===== src/rtl/eq_seq_ctrl.sv =====
// Sequential W-bit equality checker: one shared 2-bit eq2 slice is stepped
// across the latched operands, LSB pair first, stopping at the first mismatch.
module eq_seq_ctrl #(
    parameter int W  = 8,
    parameter int CW = 2
) (
    input  logic         clk,
    input  logic         reset,
    input  logic         start,
    input  logic [W-1:0] a,
    input  logic [W-1:0] b,
    output logic         ready,
    output logic         busy,
    output logic         done_tick,
    output logic         aeqb
);

    localparam int P = W / 2;

    typedef enum logic [1:0] {
        idle = 2'd0,
        cmp  = 2'd1,
        done = 2'd2
    } state_t;

    state_t          state;
    logic [W-1:0]    sa;
    logic [W-1:0]    sb;
    logic [CW-1:0]   cnt;
    logic            res;
    logic            e;

    eq2 u_eq2 (
        .a    (sa[1:0]),
        .b    (sb[1:0]),
        .aeqb (e)
    );

    // One pair per cycle; a mismatching pair ends the compare immediately,
    // so the remaining upper pairs are never shifted down.
    always_ff @(posedge clk) begin
        if (reset) begin
            state <= idle;
            sa    <= '0;
            sb    <= '0;
            cnt   <= '0;
            res   <= 1'b0;
        end else begin
            case (state)
                idle: begin
                    if (start) begin
                        sa    <= a;
                        sb    <= b;
                        cnt   <= CW'(P - 1);
                        res   <= 1'b0;
                        state <= cmp;
                    end
                end
                cmp: begin
                    if (!e) begin
                        res   <= 1'b0;
                        state <= done;
                    end else if (cnt == '0) begin
                        res   <= 1'b1;
                        state <= done;
                    end else begin
                        sa    <= sa >> 2;
                        sb    <= sb >> 2;
                        cnt   <= cnt - 1'b1;
                    end
                end
                done: begin
                    state <= idle;
                end
                default: begin
                    state <= idle;
                end
            endcase
        end
    end

    assign ready     = (state == idle);
    assign busy      = (state == cmp);
    assign done_tick = (state == done);
    assign aeqb      = res;

endmodule

// 2-bit equality slice in sum-of-products form.
module eq2 (
    input  logic [1:0] a,
    input  logic [1:0] b,
    output logic       aeqb
);

    logic p0;
    logic p1;
    logic p2;
    logic p3;

    assign p0   = ~a[1] & ~b[1] & ~a[0] & ~b[0];
    assign p1   = ~a[1] & ~b[1] &  a[0] &  b[0];
    assign p2   =  a[1] &  b[1] & ~a[0] & ~b[0];
    assign p3   =  a[1] &  b[1] &  a[0] &  b[0];
    assign aeqb = p0 | p1 | p2 | p3;

endmodule


===== config.mk =====
export PLATFORM = sky130hd
export DESIGN_NAME = eq_seq_ctrl
export DESIGN_NICKNAME = d
export VERILOG_FILES = /design/src/rtl/eq_seq_ctrl.sv
export SDC_FILE = /design/constraint.sdc
export NUM_CORES = 1
export LEC_CHECK = 0
export BUFFER_PORTS_ARGS = -buffer_cell sky130_fd_sc_hd__buf_2
export CAP_MARGIN = 20
export CORE_UTILIZATION = 40
export CTS_CLUSTER_DIAMETER = 60
export CTS_CLUSTER_SIZE = 14
export DETAILED_ROUTE_END_ITERATION = 10
export PLACE_DENSITY_LB_ADDON = 0.3
export SYNTH_ARGS = -nofsm -noshare
export SYNTH_HDL_FRONTEND = slang
export SYNTH_SLANG_ARGS = --single-unit

===== constraint.sdc =====
create_clock -name clk -period 1.7 [get_ports clk]
set_clock_uncertainty 0.15 [all_clocks]
set_input_delay 0.425 -clock clk [delete_from_list [all_inputs] [get_ports clk]]
set_output_delay 0.425 -clock clk [all_outputs]
set_load 0.01 [all_outputs]

==> results.md <==
- Setup tns final: -0.08115 ns
- Max-slew violation count: 0
- Top cells by area, synth: dfxtp_1, mux2i_1, a211oi_2
- I/O Pins: 23
- Via count: 892
- Yosys reg bits: 21
- Sequential-to-total area share from yosys stat: 42.42%
- Vias/cell: 5.156
- Part of the power in registers: 43.8%
- Instance area at placement: 1189 µm²
- Reg2Reg Depth: 6
- Post-synth ARST share: 0%
- TritonCTS clock tree: built
- Avg Cell Area, Syn: 9.910 µm²
- Critical path type: register to register
- Post-synth EDFFs: 0
- Ant. Diodes: 0
- Antenna-violating nets left: 0
- Clock power share: 18.1%
- CTS Hold Bufs: 0
- Area Growth Syn to Fin: 48.23%
- Hold Path Depth: 3
- Tmin final: 1.744 ns
- P per Cell Area: 933.3 nW/µm²
- Most common cell after layout, fill and taps aside: buf_2
- Clk root buf: clkbuf_4
- Mapped Area: 991.0 µm²
- H-Tree Depth: 1
- Core area: 2276 µm²
- Max_slew headroom: 66.94%
- Clock transition at path regs: 0.13 ns
- Synth unique cells: 25
- DRT Wirelength: 2459 µm
- Fin area: 1469 µm²
- Internal: 0.9271 mW
- Max-Cap Viols: 0
- Synth warnings: 0
- CP Capture Type: register
- Syn_nets: 120
- Grt ovf: 0
- Final Cycle Share: 102.6%
- Residual DRC count: 0
- Ys flop type: dfxtp_1
- Worst-path fanout max: 5
- Fin nets: 166
- DP HPWL: 1532 µm
- CTS sink count: 21
- Routability cong.: 0.7812
- TritonCTS Buffers: 3
- Die Span Y: 51.78 µm
- Area leader, netlist: dfxtp_1
- Req. time, crit path: 1.78 ns
- Global-route wire length before repair: 3884 µm
- Pre-Repair DR Iteration Count: 4
- Status: complete, but fails checks
- Logic pwr share: 38.0%
- Min-Delay Path Class: input pin to register
- Most frequent cells in the layout: buf_2, buf_4, dfxtp_1, mux2i_1, a211oi_2
- Largest net degree at the start of global routing: 22
- Initial DRC count: 11
- Layout cell share with drive strength beyond 1: 60.69%
- Die area: 2681 µm²
- Crit path DAT: 1.82 ns
- Wire length on met2: 1269 µm
- Total net switching power: 0.4438 mW
- Top cell type's share of synthesized area: 42.42%
- Net Sw Frac: 32.37%
- Initial core utilization: 43.54%
- Leakage dissipation: 0.6767 nW
- Synth Instances: 100
- CTS max path bufs: 2
- Final WS setup: -0.04372 ns
- Worst Tran Pin Value: 0.4958 ns
- DR WL/cell: 14.21 µm
- Total GRT Usage: 20.21%
- Violated checks: setup timing
- Max IR drop VDD: 0.0006135 V
- Final setup viols: 6
- Startpoint Class: register
- Initial antenna violation count: 0
- Fin. Hold Viols: 0
- Metal1 wirelength: 1052 µm
- Fmax: 573.5 MHz
- DR WL met3: 85 µm
- Clock latency on the worst-skew pair: 0.31 ns
- RSZ-0062 raised after global routing: yes
- # rows: 17
- Number of global-route vias before repair: 837
- Max Used Layer: met4
- Die width: 51.78 µm
- Number of port buffers: 22
## cell usage after synthesis (2+ instances only)
master,instances
a211oi_1,7
a211oi_2,8
a21oi_1,5
buf_2,2
buf_6,2
clkbuf_1,2
dfxtp_1,21
inv_1,3
mux2i_1,12
nand2_1,4
nand3_1,4
nor2_1,15
nor3_1,2
xor2_1,2
## path summary, 6_finish.rpt
| path | start | end | slack [ns] |
|---|---|---|---|
| max | sa[0] | sb[1] | -0.04 |
| min | a[6] | sa[6] | 0.19 |
| max reg2reg | sa[0] | sb[1] | -0.04 |
| min reg2reg | sa[7] | sa[7] | 0.34 |
## cell families (layout without fill, tap and decap cells)
kind of cell,Yosys count,after routing,share of synthesized area (%)
XOR/XNOR,2,2,1.768
flip-flops,21,21,42.42
AND/OR/NAND/NOR,32,32,15.03
AO/OA/AOI/OAI,22,22,21.47
buffers and inverters,10,55,5.935
multiplexers,12,12,12.12
adder cells (fa/ha/maj),1,1,1.262
## sequential cells by signal (all words and copies together), names as in the netlist
signal and count:
aeqb 1, cnt 2, sa 8, sb 8, state 2
## timing repair
| item | 4_1_cts | 5_1_grt |
|---|---|---|
| setup endpoints to repair | 16 | 21 |
| gates cloned | 2 | 0 |
| gates resized for setup | 13 | 25 |
| pin swaps | 4 | 6 |
| endpoints found under the hold margin | 0 | 0 |
| setup buffers | 8 | 6 |
## per-stage QoR
stage	hold slack [ns]	cells	setup slack (ns)	total power, mW	util [%]
floorplan	0.2867	100	0.01707	0.8442	-
global placement	0.3137	154	-0.01311	0.9344	52.23
detailed placement	0.3153	154	-0.03512	0.9487	52.23
CTS	0.1795	168	0.007013	1.312	60.03
global route	0.1860	173	-0.08335	1.456	64.54
finish	0.1869	173	-0.04372	1.371	64.54
## power groups by stage
stage | Sequential [mW] | Combinational, mW | Clock [mW]
floorplan | 0.587 | 0.257 | 0
global placement | 0.592 | 0.342 | 0
detailed placement | 0.594 | 0.355 | 0
CTS | 0.588 | 0.465 | 0.259
global route | 0.608 | 0.571 | 0.278
finish | 0.601 | 0.521 | 0.249
## critical path: stages (launching register included)
cell      delay (ns)
dfxtp_4         0.39
xor2_4          0.19
o41ai_4         0.39
buf_6           0.19
buf_6           0.12
nor2_1          0.04
a211oi_1        0.20
## layer usage
layer  up-vias  GRT usage, %
met5         -             0
met4         0         8.108
met3         6         3.801
met2        23         34.63
met1       418         24.68
li1        445             -
## area by class of cell
class | instances | area [µm²]
clock buffers | 3 | 22.52
fillers | 182 | 807.0
inverters | 3 | 11.26
multi-input cells | 69 | 603.1
clock inverters | 1 | 5.005
repair buffers | 48 | 356.6
flip-flops and latches | 21 | 435.4
well taps | 28 | 35.03
(Power assumes the default switching activity.)
